$ cat src/rtl/vga_timing_gen.sv
// VGA raster timing generator with a two-stage pixel pipeline for the Snake display path.
// Define VGA_TEST_PATTERN_EN to build in the eight-bar colour test pattern.
module vga_timing_gen #(
  parameter int unsigned CLK_DIV  = 4,
  parameter int unsigned H_SYNC   = 96,
  parameter int unsigned H_BACK   = 48,
  parameter int unsigned H_ACTIVE = 640,
  parameter int unsigned H_FRONT  = 16,
  parameter int unsigned V_SYNC   = 2,
  parameter int unsigned V_BACK   = 29,
  parameter int unsigned V_ACTIVE = 480,
  parameter int unsigned V_FRONT  = 10,
  parameter int unsigned HS_POL   = 0,
  parameter int unsigned VS_POL   = 0,
  parameter int unsigned COLOUR_W = 12
) (
  input  logic                        CLK,
  input  logic                        RESET,
  input  logic [COLOUR_W-1:0]         COLOUR_IN,
  input  logic                        PATTERN_SEL,
  output logic                        PIX_EN,
  output logic [$clog2(H_ACTIVE)-1:0] ADDRH,
  output logic [$clog2(V_ACTIVE)-1:0] ADDRV,
  output logic                        HS,
  output logic                        VS,
  output logic                        DE,
  output logic [COLOUR_W-1:0]         COLOUR_OUT,
  output logic                        VBLANK_START
);

  localparam int unsigned H_TOTAL = H_SYNC + H_BACK + H_ACTIVE + H_FRONT;
  localparam int unsigned V_TOTAL = V_SYNC + V_BACK + V_ACTIVE + V_FRONT;
  localparam int unsigned H_START = H_SYNC + H_BACK;
  localparam int unsigned V_START = V_SYNC + V_BACK;
  localparam int unsigned HC_W    = $clog2(H_TOTAL);
  localparam int unsigned VC_W    = $clog2(V_TOTAL);
  localparam int unsigned AH_W    = $clog2(H_ACTIVE);
  localparam int unsigned AV_W    = $clog2(V_ACTIVE);
  localparam int unsigned DIV_W   = (CLK_DIV > 1) ? $clog2(CLK_DIV) : 1;
  localparam logic        HS_ON   = (HS_POL != 0);
  localparam logic        VS_ON   = (VS_POL != 0);

  logic [DIV_W-1:0]    div_q, div_d;
  logic                pix_en_q, pix_en_d;
  logic [HC_W-1:0]     hc_q, hc_d;
  logic [VC_W-1:0]     vc_q, vc_d;
  logic [31:0]         hc_w, vc_w;
  logic                h_wrap, v_wrap, h_vis, v_vis, hs_act, vs_act, vis;
  logic [AH_W-1:0]     addrh_q, addrh_d;
  logic [AV_W-1:0]     addrv_q, addrv_d;
  logic                hs1_q, vs1_q, de1_q;
  logic                hs_q, vs_q, de_q;
  logic [COLOUR_W-1:0] colour_q, colour_src;

  always_comb begin
    hc_w     = 32'(hc_q);
    vc_w     = 32'(vc_q);
    div_d    = (32'(div_q) == CLK_DIV - 1) ? '0 : div_q + DIV_W'(1);
    // Registered strobe so PIX_EN is low during reset even when CLK_DIV is 1.
    pix_en_d = (32'(div_d) == CLK_DIV - 1);
    h_wrap   = (hc_w == H_TOTAL - 1);
    v_wrap   = (vc_w == V_TOTAL - 1);
    hc_d     = h_wrap ? '0 : hc_q + HC_W'(1);
    vc_d     = vc_q;
    if (h_wrap) begin
      vc_d = v_wrap ? '0 : vc_q + VC_W'(1);
    end
    h_vis    = (hc_w >= H_START) && (hc_w < H_START + H_ACTIVE);
    v_vis    = (vc_w >= V_START) && (vc_w < V_START + V_ACTIVE);
    vis      = h_vis && v_vis;
    hs_act   = (hc_w < H_SYNC);
    vs_act   = (vc_w < V_SYNC);
    addrh_d  = vis ? AH_W'(hc_w - H_START) : '0;
    addrv_d  = vis ? AV_W'(vc_w - V_START) : '0;
  end

`ifdef VGA_TEST_PATTERN_EN
  localparam int unsigned FIELD_W = COLOUR_W / 3;

  logic [2:0]          bar_idx;
  logic [COLOUR_W-1:0] bar_colour;

  // Bar index follows the stage-1 address, which is aligned with de1.
  always_comb begin
    bar_idx    = 3'(32'(addrh_q) * 8 / H_ACTIVE);
    bar_colour = '0;
    bar_colour[3*FIELD_W-1 -: FIELD_W] = {FIELD_W{bar_idx[2]}};
    bar_colour[2*FIELD_W-1 -: FIELD_W] = {FIELD_W{bar_idx[1]}};
    bar_colour[FIELD_W-1:0]            = {FIELD_W{bar_idx[0]}};
  end

  assign colour_src = PATTERN_SEL ? bar_colour : COLOUR_IN;
`else
  logic unused_pattern_sel;

  assign unused_pattern_sel = PATTERN_SEL;
  assign colour_src         = COLOUR_IN;
`endif

  always_ff @(posedge CLK) begin
    if (!RESET) begin
      div_q    <= '0;
      pix_en_q <= 1'b0;
      hc_q     <= '0;
      vc_q     <= '0;
      addrh_q  <= '0;
      addrv_q  <= '0;
      hs1_q    <= 1'b0;
      vs1_q    <= 1'b0;
      de1_q    <= 1'b0;
      hs_q     <= ~HS_ON;
      vs_q     <= ~VS_ON;
      de_q     <= 1'b0;
      colour_q <= '0;
    end else begin
      div_q    <= div_d;
      pix_en_q <= pix_en_d;
      if (pix_en_q) begin
        hc_q     <= hc_d;
        vc_q     <= vc_d;
        addrh_q  <= addrh_d;
        addrv_q  <= addrv_d;
        hs1_q    <= hs_act;
        vs1_q    <= vs_act;
        de1_q    <= vis;
        hs_q     <= hs1_q ? HS_ON : ~HS_ON;
        vs_q     <= vs1_q ? VS_ON : ~VS_ON;
        de_q     <= de1_q;
        colour_q <= de1_q ? colour_src : '0;
      end
    end
  end

  assign PIX_EN       = pix_en_q;
  assign ADDRH        = addrh_q;
  assign ADDRV        = addrv_q;
  assign HS           = hs_q;
  assign VS           = vs_q;
  assign DE           = de_q;
  assign COLOUR_OUT   = colour_q;
  assign VBLANK_START = pix_en_q && (hc_w == 0) && (vc_w == V_START + V_ACTIVE);

endmodule

$ cat config.mk
export PLATFORM = sky130hd
export DESIGN_NAME = vga_timing_gen
export DESIGN_NICKNAME = d
export VERILOG_FILES = /design/src/rtl/vga_timing_gen.sv
export SDC_FILE = /design/constraint.sdc
export NUM_CORES = 1
export LEC_CHECK = 0
export CORE_MARGIN = 1.5
export CORE_UTILIZATION = 25
export CTS_CLUSTER_DIAMETER = 80
export DETAILED_ROUTE_END_ITERATION = 12
export DONT_BUFFER_PORTS = 1
export GPL_TIMING_DRIVEN = 0
export PLACE_DENSITY_LB_ADDON = 0.05
export SYNTH_ARGS = -nofsm -noshare
export SYNTH_HDL_FRONTEND = slang
export SYNTH_SLANG_ARGS = --single-unit
$ cat constraint.sdc
create_clock -name CLK -period 2.1 [get_ports CLK]
set_clock_uncertainty 0.1 [all_clocks]
set_input_delay 0 -clock CLK [delete_from_list [all_inputs] [get_ports CLK]]
set_output_delay 0 -clock CLK [all_outputs]
set_load 0.02 [all_outputs]
==> impl_metrics.env, run 1 <==
export IMPL_gr_usage_met1_pct=19.18
export IMPL_dieWidth_um=108.1
export IMPL_ys_types=42
export IMPL_final_max_slew_violation_count=0
export IMPL_global_route_peak_usage_layer="met2"
export IMPL_clk_latency_ns=0.35
export IMPL_layout_setup_ws_ns=0.08039
export IMPL_grt_ovfl_total=0
export IMPL_antenna_found_initial=0
export IMPL_post_dp_hpwl_um=5341
export IMPL_worstReg2RegEnd="ADDRV[3]$_SDFFE_PN0P_"
export IMPL_maxSlewHeadroom_pct=31.90
export IMPL_drtAntennaViolNets=0
export IMPL_regToRegStartpoint="vc_q[1]$_SDFFE_PN0P_"
export IMPL_worstHoldPathCells=3
export IMPL_critPathRequiredTime_ns=2.26
export IMPL_seqPwrFrac_pct=46.5
export IMPL_power_density_relative_to_cell_area_mw_per_mm2=691.5
export IMPL_start_util_pct=25.59
export IMPL_nets=375
export IMPL_run_status="finished, final reports clean"
export IMPL_grt_pass1_wl_um=12650
export IMPL_final_util_pct=33.26
export IMPL_grtUsageTotal_pct=14.44
export IMPL_floorplan_rows=38
export IMPL_htreeDepth=3
export IMPL_power_share_clock_pct=48.4
export IMPL_cts_root_buffer="sky130_fd_sc_hd__clkbuf_8"
export IMPL_max_clock_freq_ghz=0.4951
export IMPL_gr_usage_met3_pct=4.461
export IMPL_die_h_um=108.1
export IMPL_drt_pre_antenna_iters=4
export IMPL_final_layout_size_suffix_gt1_share_pct=23.10
export IMPL_synth_area_mm2=0.002761
export IMPL_io_buffer_count=0
export IMPL_die_area_mm2=0.01169
export IMPL_final_tns_setup_ns=0
export IMPL_remaining_drc_errors=0
export IMPL_worst_endpoint_arrival_ns=2.18
export IMPL_cts_tree="built"
export IMPL_num_antenna_cells=0
export IMPL_cts_buffers_inserted=9
export IMPL_vias=2320
export IMPL_final_fill_count=1138
export IMPL_syn_area_per_cell_um2=9.054
export IMPL_drt_wirelength_per_cell_um=16.08
export IMPL_critical_path_class="flip-flop to flip-flop"
export IMPL_worst_path_max_fanout=6
export IMPL_post_place_ws_ns=-0.2809
export IMPL_synth_net_count=330
export IMPL_timing_critical_path_from_type="flip-flop"
export IMPL_core_area_mm2=0.01079
export IMPL_seq_area_frac_synth_pct=43.50
export IMPL_reg2regPathDepth=7
export IMPL_detail_route_iter0_violations=74
export IMPL_fin_total_pwr_uw=2482
export IMPL_synth_seq_cells=60
export IMPL_power_share_combinational_pct=5.1
export IMPL_rd_place_congestion=0.7531
export IMPL_hp_start="COLOUR_IN[5]"
export IMPL_maximum_number_of_pins_on_one_net_before_global_route_repair=12
export IMPL_number_of_global_route_vias_before_repair=2360
export IMPL_hp_class="input pin to flip-flop"
export IMPL_vias_per_cell=4.687
export IMPL_switching_share_pct=23.90
export IMPL_p_leak_uw=0.001298
export IMPL_kind_of_end_point_of_the_critical_path="flip-flop"
export IMPL_total_switching_power_uw=593.2
export IMPL_synthesis_instances=305
export IMPL_number_of_failing_setup_endpoints_in_the_final_timing_report=0
export IMPL_worst_slew_pin_slew_ns=1.021
export IMPL_routed_wl_um=7960
export IMPL_worst_hold_path_endpoint="COLOUR_OUT[5]$_SDFFE_PN0P_"
export IMPL_timing_reg2reg_setup_slack_ns=0.08
export IMPL_drv_cap=0
export IMPL_holdWs_ns=0.2403
export IMPL_ir_worst_vdd_uv=272.5
export IMPL_clock_transition_at_path_regs_ns=0.07
export IMPL_pint_uw=1889
export IMPL_final_hold_violation_count=0
export IMPL_grt_use_met2_pct=22.20
export IMPL_grt_setup_unrepaired="yes"
export IMPL_flow_area_growth_from_synthesis_pct=30.00
export IMPL_timing_final_crit_share_pct=96.17
export IMPL_clock_sink_count=60
export IMPL_clockBufferDepth=2
export IMPL_final_critical_period_ns=2.020
export IMPL_pin_count=51
export IMPL_yosysWarningCount=0
==> cell type report <==
class,instances,area [um2],share of cell area [%]
inverter,10,38.79,1.081
clock inverter,6,87.58,2.440
sequential,60,1221,34.02
tap,140,175.2,4.880
timing repair buffer,36,327.8,9.132
clock buffer,10,137.6,3.834
multi-input combinational,212,1499,41.76
buffer,21,102.6,2.858
==> routing by layer <==
layer | vias to the layer above | part of all wire (%)
li1 | 1162 | -
met1 | 1098 | 49
met2 | 51 | 45
met3 | 9 | 5.2
met4 | 0 | 1.4
met5 | - | 0
==> critical path, cell delays in order (launching register included) <==
cell	delay (ns)
sky130_fd_sc_hd__dfxtp_4	0.39
sky130_fd_sc_hd__ha_4	0.17
sky130_fd_sc_hd__a41oi_4	0.13
sky130_fd_sc_hd__and3_1	0.21
sky130_fd_sc_hd__a2111o_1	0.36
sky130_fd_sc_hd__nand2b_4	0.18
sky130_fd_sc_hd__buf_4	0.17
sky130_fd_sc_hd__o31ai_1	0.23
==> kinds of logic after synthesis <==
| family | count (synthesis) | share of synthesized area [%] |
|---|---|---|
| xor gates and xnor gates | 20 | 6.344 |
| AOI/OAI and AO/OA | 59 | 17.67 |
| buffers and inverters | 33 | 5.573 |
| DFF | 60 | 43.50 |
| adders and majority gates | 10 | 4.531 |
| muxes | 2 | 0.7250 |
| and+or+nand+nor | 121 | 21.66 |
==> how the worst max path moves through the flow <==
| stage | endpoint | slack (ns) | cells past startpoint | start |
|---|---|---|---|---|
| floorplan | ADDRH[0]$_SDFFE_PN0P_ | 0.008 | 8 | vc_q[0]$_SDFFE_PN0P_ |
| global placement | VBLANK_START | -0.28 | 5 | vc_q[0]$_SDFFE_PN0P_ |
| detailed placement | VBLANK_START | -0.28 | 5 | vc_q[0]$_SDFFE_PN0P_ |
| CTS | de1_q$_SDFFE_PN0P_ | 0.004 | 8 | hc_q[4]$_SDFFE_PN0P_ |
| global route | ADDRH[9]$_SDFFE_PN0P_ | -0.02 | 8 | hc_q[0]$_SDFFE_PN0P_ |
| finish | ADDRV[3]$_SDFFE_PN0P_ | 0.08 | 7 | vc_q[1]$_SDFFE_PN0P_ |
==> sequential cells by signal (all words and copies together) (netlist names) <==
register,flops
DE,1
ADDRV,9
de1_q,1
PIX_EN,1
vs1_q,1
VS,1
HS,1
COLOUR_OUT,12
ADDRH,10
div_q,2
hs1_q,1
vc_q,10
hc_q,10
==> power groups by stage <==
stage	Sequential, uW	Combinational (uW)	Clock [uW]
finish	1150	127	1200
global route	1150	143	1300
CTS	1160	130	1240
detailed placement	1190	93.3	0
global placement	1190	94.5	0
floorplan	1180	59.1	0
==> cell usage after synthesis <==
| master | n | area share (%) |
|---|---|---|
| sky130_fd_sc_hd__dfxtp_1 | 60 | 43 |
| sky130_fd_sc_hd__nor2_1 | 36 | 4.9 |
| sky130_fd_sc_hd__nand3_1 | 26 | 4.7 |
| sky130_fd_sc_hd__nand2_1 | 25 | 3.4 |
| sky130_fd_sc_hd__clkbuf_1 | 14 | 1.9 |
| sky130_fd_sc_hd__a22oi_1 | 13 | 3.5 |
| sky130_fd_sc_hd__xnor2_1 | 13 | 4.1 |
| sky130_fd_sc_hd__a21oi_1 | 11 | 2.0 |
| sky130_fd_sc_hd__ha_1 | 10 | 4.5 |
| sky130_fd_sc_hd__o31ai_1 | 10 | 2.7 |
| sky130_fd_sc_hd__inv_1 | 9 | 1.2 |
| sky130_fd_sc_hd__o21ai_0 | 8 | 1.4 |
| sky130_fd_sc_hd__xor2_1 | 7 | 2.2 |
| sky130_fd_sc_hd__buf_2 | 5 | 0.91 |
| sky130_fd_sc_hd__nand4_1 | 5 | 1.1 |
| sky130_fd_sc_hd__o31ai_4 | 5 | 3.9 |
| sky130_fd_sc_hd__and2_1 | 4 | 0.91 |
| sky130_fd_sc_hd__nor3_1 | 4 | 0.72 |
| sky130_fd_sc_hd__o21ai_2 | 4 | 1.3 |
| sky130_fd_sc_hd__or4_1 | 4 | 1.1 |
| sky130_fd_sc_hd__and3_1 | 3 | 0.68 |
| sky130_fd_sc_hd__and4_1 | 3 | 0.95 |
| sky130_fd_sc_hd__nand2b_1 | 3 | 0.68 |
| sky130_fd_sc_hd__a21boi_0 | 2 | 0.54 |
| sky130_fd_sc_hd__buf_1 | 2 | 0.27 |
| sky130_fd_sc_hd__mux2i_1 | 2 | 0.72 |
| sky130_fd_sc_hd__nor2b_1 | 2 | 0.45 |
| sky130_fd_sc_hd__a2111o_1 | 1 | 0.41 |
| sky130_fd_sc_hd__a2111oi_0 | 1 | 0.32 |
| sky130_fd_sc_hd__a21o_1 | 1 | 0.27 |
| sky130_fd_sc_hd__a32oi_1 | 1 | 0.32 |
| sky130_fd_sc_hd__a41oi_2 | 1 | 0.59 |
| sky130_fd_sc_hd__buf_12 | 1 | 0.72 |
| sky130_fd_sc_hd__buf_6 | 1 | 0.41 |
| sky130_fd_sc_hd__clkinv_1 | 1 | 0.14 |
| sky130_fd_sc_hd__nand2b_4 | 1 | 0.50 |
| sky130_fd_sc_hd__nand4_2 | 1 | 0.45 |
| sky130_fd_sc_hd__nor3b_1 | 1 | 0.27 |
| sky130_fd_sc_hd__nor4_1 | 1 | 0.23 |
| sky130_fd_sc_hd__o221a_2 | 1 | 0.41 |
| sky130_fd_sc_hd__or3_1 | 1 | 0.23 |
| sky130_fd_sc_hd__or4b_2 | 1 | 0.36 |
==> through the flow <==
step	instance area, um2	cells
2_1_floorplan	2763	305
3_3_place_gp	2938	445
3_5_place_dp	2938	445
4_1_cts	3465	484
5_1_grt	3590	495
6_report	3590	495
==> cell usage in the layout (no fill, tap or decap), types with 5 or more instances in the layout <==
master,count
sky130_fd_sc_hd__clkbuf_1,12
sky130_fd_sc_hd__a22oi_1,13
sky130_fd_sc_hd__o21ai_0,8
sky130_fd_sc_hd__nand3_1,25
sky130_fd_sc_hd__nand2_1,25
sky130_fd_sc_hd__buf_2,5
sky130_fd_sc_hd__o31ai_1,9
sky130_fd_sc_hd__xor2_1,7
sky130_fd_sc_hd__a21oi_1,10
sky130_fd_sc_hd__dfxtp_1,52
sky130_fd_sc_hd__inv_1,6
sky130_fd_sc_hd__xnor2_1,13
sky130_fd_sc_hd__nor2_1,35
sky130_fd_sc_hd__clkbuf_8,10
sky130_fd_sc_hd__o31ai_4,5
sky130_fd_sc_hd__nand4_1,5
sky130_fd_sc_hd__ha_1,7
sky130_fd_sc_hd__dlygate4sd3_1,13
sky130_fd_sc_hd__buf_4,22
==> timing repair <==
| item | CTS | global route |
|---|---|---|
| hold buffers | 13 | 0 |
| gates cloned | 1 | 0 |
| pin swaps | 3 | 5 |
| hold endpoints to repair | 14 | 0 |
| buffers inserted | 11 | 11 |
| endpoints found under the setup margin | 36 | 36 |
| resized for setup | 22 | 12 |
No activity file was read; power rests on OpenSTA's default activity.
==> inputs of run 2 (changes only) <==
RECOVER_POWER = 50   (was not set)
==> run 2 against run 1 <==
  * Fmax about the same
  * Count of clock-buffer cells in the layout unchanged
  * Worst setup slack improved by 0.00090 ns
  * Largest power group unchanged
==> impl_metrics.env, run 2 (same netlist as run 1, synthesis figures left out) <==
export IMPL_antenna_found_initial=0
export IMPL_vias_per_cell=4.677
export IMPL_drt_pre_antenna_iters=4
export IMPL_maximum_number_of_pins_on_one_net_before_global_route_repair=12
export IMPL_timing_critical_path_slowest_stage_cell="sky130_fd_sc_hd__dfxtp_4"
export IMPL_die_h_um=108.1
export IMPL_clock_transition_at_path_regs_ns=0.07
export IMPL_layout_setup_ws_ns=0.08130
export IMPL_timing_critical_path_cells="ha_4 > a41oi_4 > and3_1 > a2111o_1 > nand2b_4 > buf_4 > o31ai_1"
export IMPL_critPathRequiredTime_ns=2.26
export IMPL_holdWs_ns=0.2400
export IMPL_clockBufferDepth=2
export IMPL_htreeDepth=3
export IMPL_timing_final_crit_share_pct=96.13
export IMPL_cts_buffers_inserted=9
export IMPL_post_dp_hpwl_um=5341
export IMPL_finalNonFillerCells=495
export IMPL_timing_critical_path_from_type="flip-flop"
export IMPL_layout_commonest_cell="sky130_fd_sc_hd__dfxtp_1"
export IMPL_start_util_pct=25.59
export IMPL_pin_count=51
export IMPL_ir_worst_vdd_uv=272.5
export IMPL_max_incr_delay_on_cp_ns=0.39
export IMPL_most_common_layout_cells="sky130_fd_sc_hd__dfxtp_1, sky130_fd_sc_hd__nor2_1, sky130_fd_sc_hd__nand3_1, sky130_fd_sc_hd__nand2_1, sky130_fd_sc_hd__buf_4"
export IMPL_worst_slew_pin_slew_ns=1.021
export IMPL_number_of_global_route_vias_before_repair=2360
export IMPL_maxSlewHeadroom_pct=31.90
export IMPL_num_antenna_cells=0
export IMPL_cts_root_buffer="sky130_fd_sc_hd__clkbuf_8"
export IMPL_drv_cap=0
export IMPL_detail_route_iter0_violations=72
export IMPL_max_clock_freq_ghz=0.4954
export IMPL_total_switching_power_uw=593.9
export IMPL_kind_of_end_point_of_the_critical_path="flip-flop"
export IMPL_critical_path_class="flip-flop to flip-flop"
export IMPL_cpLargestDelayFamily="compound AO/OA/AOI/OAI gates"
export IMPL_hp_class="input pin to flip-flop"
export IMPL_final_critical_period_ns=2.019
export IMPL_placed_cells=445
export IMPL_drtAntennaViolNets=0
export IMPL_switching_share_pct=23.92
export IMPL_dieWidth_um=108.1
export IMPL_grt_ovfl_total=0
export IMPL_number_of_failing_setup_endpoints_in_the_final_timing_report=0
export IMPL_pint_uw=1889
export IMPL_core_area_mm2=0.01079
export IMPL_power_density_relative_to_cell_area_mw_per_mm2=691.7
export IMPL_io_buffer_count=0
export IMPL_vias=2315
export IMPL_rd_place_congestion=0.7531
export IMPL_grt_setup_unrepaired="yes"
export IMPL_clk_latency_ns=0.35
export IMPL_p_leak_uw=0.001298
export IMPL_final_hold_violation_count=0
export IMPL_grtUsageTotal_pct=14.44
export IMPL_power_share_clock_pct=48.4
export IMPL_final_max_slew_violation_count=0
export IMPL_seqPwrFrac_pct=46.5
export IMPL_remaining_drc_errors=0
export IMPL_drt_wirelength_per_cell_um=16.07
export IMPL_critical_path_buf_inv_count=1
export IMPL_die_area_mm2=0.01169
export IMPL_flow_area_growth_from_synthesis_pct=30.00
export IMPL_largest_reg_flops=12
export IMPL_worst_endpoint_arrival_ns=2.18
export IMPL_final_layout_size_suffix_gt1_share_pct=23.10
export IMPL_routed_wl_um=7955
export IMPL_post_place_ws_ns=-0.2809
export IMPL_power_share_combinational_pct=5.1
export IMPL_worst_path_max_fanout=6
export IMPL_clock_sink_count=60
export IMPL_floorplan_rows=38
export IMPL_cts_tree="built"
export IMPL_timing_reg2reg_setup_slack_ns=0.08
export IMPL_nets=375
export IMPL_run_status="finished, final reports clean"
export IMPL_grt_pass1_wl_um=12650
## run 2: cell types whose count changed in the layout (fill, tap and decap cells not counted), sizes merged
cell / before / now
clkbuf: 23 / 24
buf: 30 / 29
## run 2: through the flow
| step | total power (uW) | instance area [um2] | utilization (%) | setup TNS, ns |
|---|---|---|---|---|
| final | 2483 | 3590 | 33.26 | 0 |
| after global placement | 1280 | 2938 | 27.22 | -6.021 |
| after CTS | 2528 | 3465 | 32.10 | 0 |
| after floorplan | 1241 | 2763 | - | 0 |
| after global routing | 2596 | 3590 | 33.26 | -0.04995 |
| after detailed placement | 1279 | 2938 | 27.22 | -6.211 |
## run 2: per-layer routing
layer	part of all wire (%)	vias to the layer above	global-route usage (%)
met2	45	47	22.20
met5	0	-	0
li1	-	1161	-
met1	49	1098	19.18
met4	1.4	0	4.793
met3	5.1	9	4.461
## run 2: power groups by stage
stage / Combinational [uW] / Sequential (uW) / Clock, uW
global placement: 94.5 / 1190 / 0
floorplan: 59.1 / 1180 / 0
global route: 143 / 1150 / 1300
detailed placement: 93.3 / 1190 / 0
finish: 127 / 1150 / 1200
CTS: 130 / 1160 / 1240
## run 2: layout make-up
type,count,area [um2]
Fill cell,1138,7203
Multi-Input combinational cell,212,1499
Sequential cell,60,1221
Timing Repair Buffer,36,327.8
Tap cell,140,175.2
Clock buffer,10,137.6
Buffer,21,102.6
Clock inverter,6,87.58
Inverter,10,38.79
## run 2: worst paths after layout
check / start / to / depth (start not counted)
setup / recovery: vc_q[1]$_SDFFE_PN0P_ / ADDRV[3]$_SDFFE_PN0P_ / 7
hold reg to reg: div_q[0]$_SDFF_PN0_ / div_q[0]$_SDFF_PN0_ / 1
hold / removal: COLOUR_IN[5] / COLOUR_OUT[5]$_SDFFE_PN0P_ / 3
setup reg to reg: vc_q[1]$_SDFFE_PN0P_ / ADDRV[3]$_SDFFE_PN0P_ / 7
## run 2: tightest hold or removal path, stage by stage
cell and delay (ns):
sky130_fd_sc_hd__dlygate4sd3_1 0.52, sky130_fd_sc_hd__a22oi_1 0.06, sky130_fd_sc_hd__nor2_1 0.08
## run 2: timing repair
action                                  4_1_cts  5_1_grt
cloned                                        1        0
pin swaps                                     3        5
endpoints found under the setup margin       36       36
resized for setup                            22       12
hold endpoints to repair                     14        0
hold buffers                                 13        0
setup buffers                                11       11
==> inputs of run 3 (changes only) <==
clock period = 2.6 ns   (was 2.1 ns; I/O delays follow)
==> run 3 against run 2 <==
  * Die area did not move
  * Largest cell class unchanged
  * Combinational power is 30% lower
  * First-iteration DRC count is the same
  * Global-route usage shrank 0.89 points
  * Register-to-register slack improved by 0.11 ns
  * Wire length decreased by 6.5%
  * Non-clock buffer count is 21 lower
  * Core utilization is 2.5 points lower
  * Clock power shrank 11%
  * Fmax decreased by 16%
  * Sequential power down 19%
==> impl_metrics.env, run 3 (same netlist as run 1, synthesis figures left out) <==
export IMPL_antenna_found_initial=0
export IMPL_max_clock_freq_ghz=0.4143
export IMPL_pin_count=51
export IMPL_cts_tree="built"
export IMPL_p_leak_uw=0.001172
export IMPL_critical_path_class="flip-flop to flip-flop"
export IMPL_number_of_failing_setup_endpoints_in_the_final_timing_report=0
export IMPL_flow_area_growth_from_synthesis_pct=20.39
export IMPL_grt_pass1_wl_um=11820
export IMPL_worst_endpoint_arrival_ns=2.57
export IMPL_maximum_number_of_pins_on_one_net_before_global_route_repair=12
export IMPL_run_status="finished, final reports clean"
export IMPL_die_area_mm2=0.01169
export IMPL_vias_per_cell=4.690
export IMPL_die_h_um=108.1
export IMPL_rd_place_congestion=0.7367
export IMPL_maxSlewHeadroom_pct=34.16
export IMPL_final_tns_setup_ns=0
export IMPL_io_buffer_count=0
export IMPL_cts_root_buffer="sky130_fd_sc_hd__clkbuf_8"
export IMPL_floorplan_rows=38
export IMPL_grt_setup_unrepaired="no"
export IMPL_clk_latency_ns=0.34
export IMPL_layout_setup_ws_ns=0.1866
export IMPL_ir_worst_vdd_uv=261.3
export IMPL_most_common_layout_cells="sky130_fd_sc_hd__dfxtp_1, sky130_fd_sc_hd__nor2_1, sky130_fd_sc_hd__nand3_1, sky130_fd_sc_hd__nand2_1, sky130_fd_sc_hd__clkbuf_1"
export IMPL_multi_input_area_mm2=0.001415
export IMPL_stdcell_area_mm2=0.003324
export IMPL_hp_class="input pin to flip-flop"
export IMPL_final_critical_period_ns=2.413
export IMPL_post_dp_hpwl_um=5365
export IMPL_layout_commonest_cell="sky130_fd_sc_hd__dfxtp_1"
export IMPL_final_hold_violation_count=0
export IMPL_vias=2223
export IMPL_area_sequential_mm2=0.001201
export IMPL_final_fill_count=1131
export IMPL_critPathRequiredTime_ns=2.76
export IMPL_dpl_instance_area_mm2=0.002937
export IMPL_htreeDepth=3
export IMPL_clock_transition_at_path_regs_ns=0.08
export IMPL_drv_cap=0
export IMPL_number_of_global_route_vias_before_repair=2116
export IMPL_timing_final_crit_share_pct=92.82
export IMPL_largest_reg_flops=12
export IMPL_drtAntennaViolNets=0
export IMPL_final_layout_size_suffix_gt1_share_pct=11.08
export IMPL_cts_post_setup_buffers_inserted=0
export IMPL_clockBufferDepth=2
export IMPL_cts_buffers_inserted=9
export IMPL_kind_of_end_point_of_the_critical_path="flip-flop"
export IMPL_nets=354
export IMPL_drt_pre_antenna_iters=4
export IMPL_detail_route_iter0_violations=72
export IMPL_drt_wirelength_per_cell_um=15.70
export IMPL_num_antenna_cells=0
export IMPL_grtUsageTotal_pct=13.55
export IMPL_timing_critical_path_from_type="flip-flop"
export IMPL_core_area_mm2=0.01079
export IMPL_worst_slew_pin_slew_ns=0.9876
export IMPL_post_place_ws_ns=0.1692
export IMPL_final_util_pct=30.80
export IMPL_fin_total_pwr_uw=2098
export IMPL_grt_ovfl_total=0
export IMPL_worst_path_max_fanout=10
export IMPL_clock_sink_count=60
export IMPL_dieWidth_um=108.1
export IMPL_final_max_slew_violation_count=0
export IMPL_routed_wl_um=7440
export IMPL_power_density_relative_to_cell_area_mw_per_mm2=631.0
export IMPL_start_util_pct=25.59
export IMPL_remaining_drc_errors=0
run 3: cell types whose count changed in the layout (fill, tap and decap cells not counted), sizes merged:
cell | previous run | this run
buf | 29 | 7
clkinv | 2 | 3
bufbuf | 1 | 0
clkbuf | 24 | 26
bufinv | 2 | 3
clkinvlp | 3 | 1
run 3: worst paths after layout:
kind | from | to | slack [ns] | cells past startpoint
setup reg to reg | hc_q[0]$_SDFFE_PN0P_ | ADDRH[5]$_SDFFE_PN0P_ | 0.19 | 9
setup / recovery | hc_q[0]$_SDFFE_PN0P_ | ADDRH[5]$_SDFFE_PN0P_ | 0.19 | 9
hold / removal | COLOUR_IN[7] | COLOUR_OUT[7]$_SDFFE_PN0P_ | 0.24 | 3
hold reg to reg | div_q[0]$_SDFF_PN0_ | div_q[0]$_SDFF_PN0_ | 0.35 | 1
run 3: final cells by class:
cell class	instances	share of cell area, %
buffer	23	3.500
sequential	60	36.13
clock inverter	6	3.350
clock buffer	10	4.140
inverter	10	1.129
tap	140	5.269
multi-input combinational	212	42.57
timing repair buffer	13	3.914
run 3: routing by layer:
| metal | global-route usage [%] | vias to the layer above | wire length (um) |
|---|---|---|---|
| met3 | 3.918 | 9 | 413 |
| met1 | 18.69 | 1035 | 3694 |
| met2 | 19.89 | 48 | 3233 |
| met5 | 0 | - | 0 |
| li1 | - | 1131 | - |
| met4 | 5.075 | 0 | 98 |
run 3: worst max-delay path, stage by stage, from the launching register on:
cell and delay (ns):
sky130_fd_sc_hd__dfxtp_1 0.35, sky130_fd_sc_hd__inv_1 0.13, sky130_fd_sc_hd__ha_1 0.16, sky130_fd_sc_hd__nor3b_1 0.42, sky130_fd_sc_hd__nand3_1 0.13, sky130_fd_sc_hd__a2111o_1 0.43, sky130_fd_sc_hd__nand2b_4 0.16, sky130_fd_sc_hd__buf_6 0.14
sky130_fd_sc_hd__buf_12 0.15, sky130_fd_sc_hd__o31ai_4 0.15
run 3: where the power goes:
part           switching (uW)  internal, uW
Combinational            60.2          29.3
Sequential               8.94           927
Clock                     409           663
run 3: through the flow:
| step | cells | hold slack, ns |
|---|---|---|
| global route | 474 | 0.2356 |
| detailed placement | 445 | 0.05366 |
| finish | 474 | 0.2405 |
| global placement | 445 | 0.04634 |
| floorplan | 305 | 0.04408 |
| CTS | 474 | 0.2237 |
run 3: what timing repair did:
| item | 4_1_cts | 5_1_grt |
|---|---|---|
| resized for setup | 1 | 1 |
| pin swaps | 0 | 0 |
| endpoints found under the hold margin | 14 | 0 |
| setup endpoints to repair | 1 | 1 |
| hold buffers | 13 | 0 |
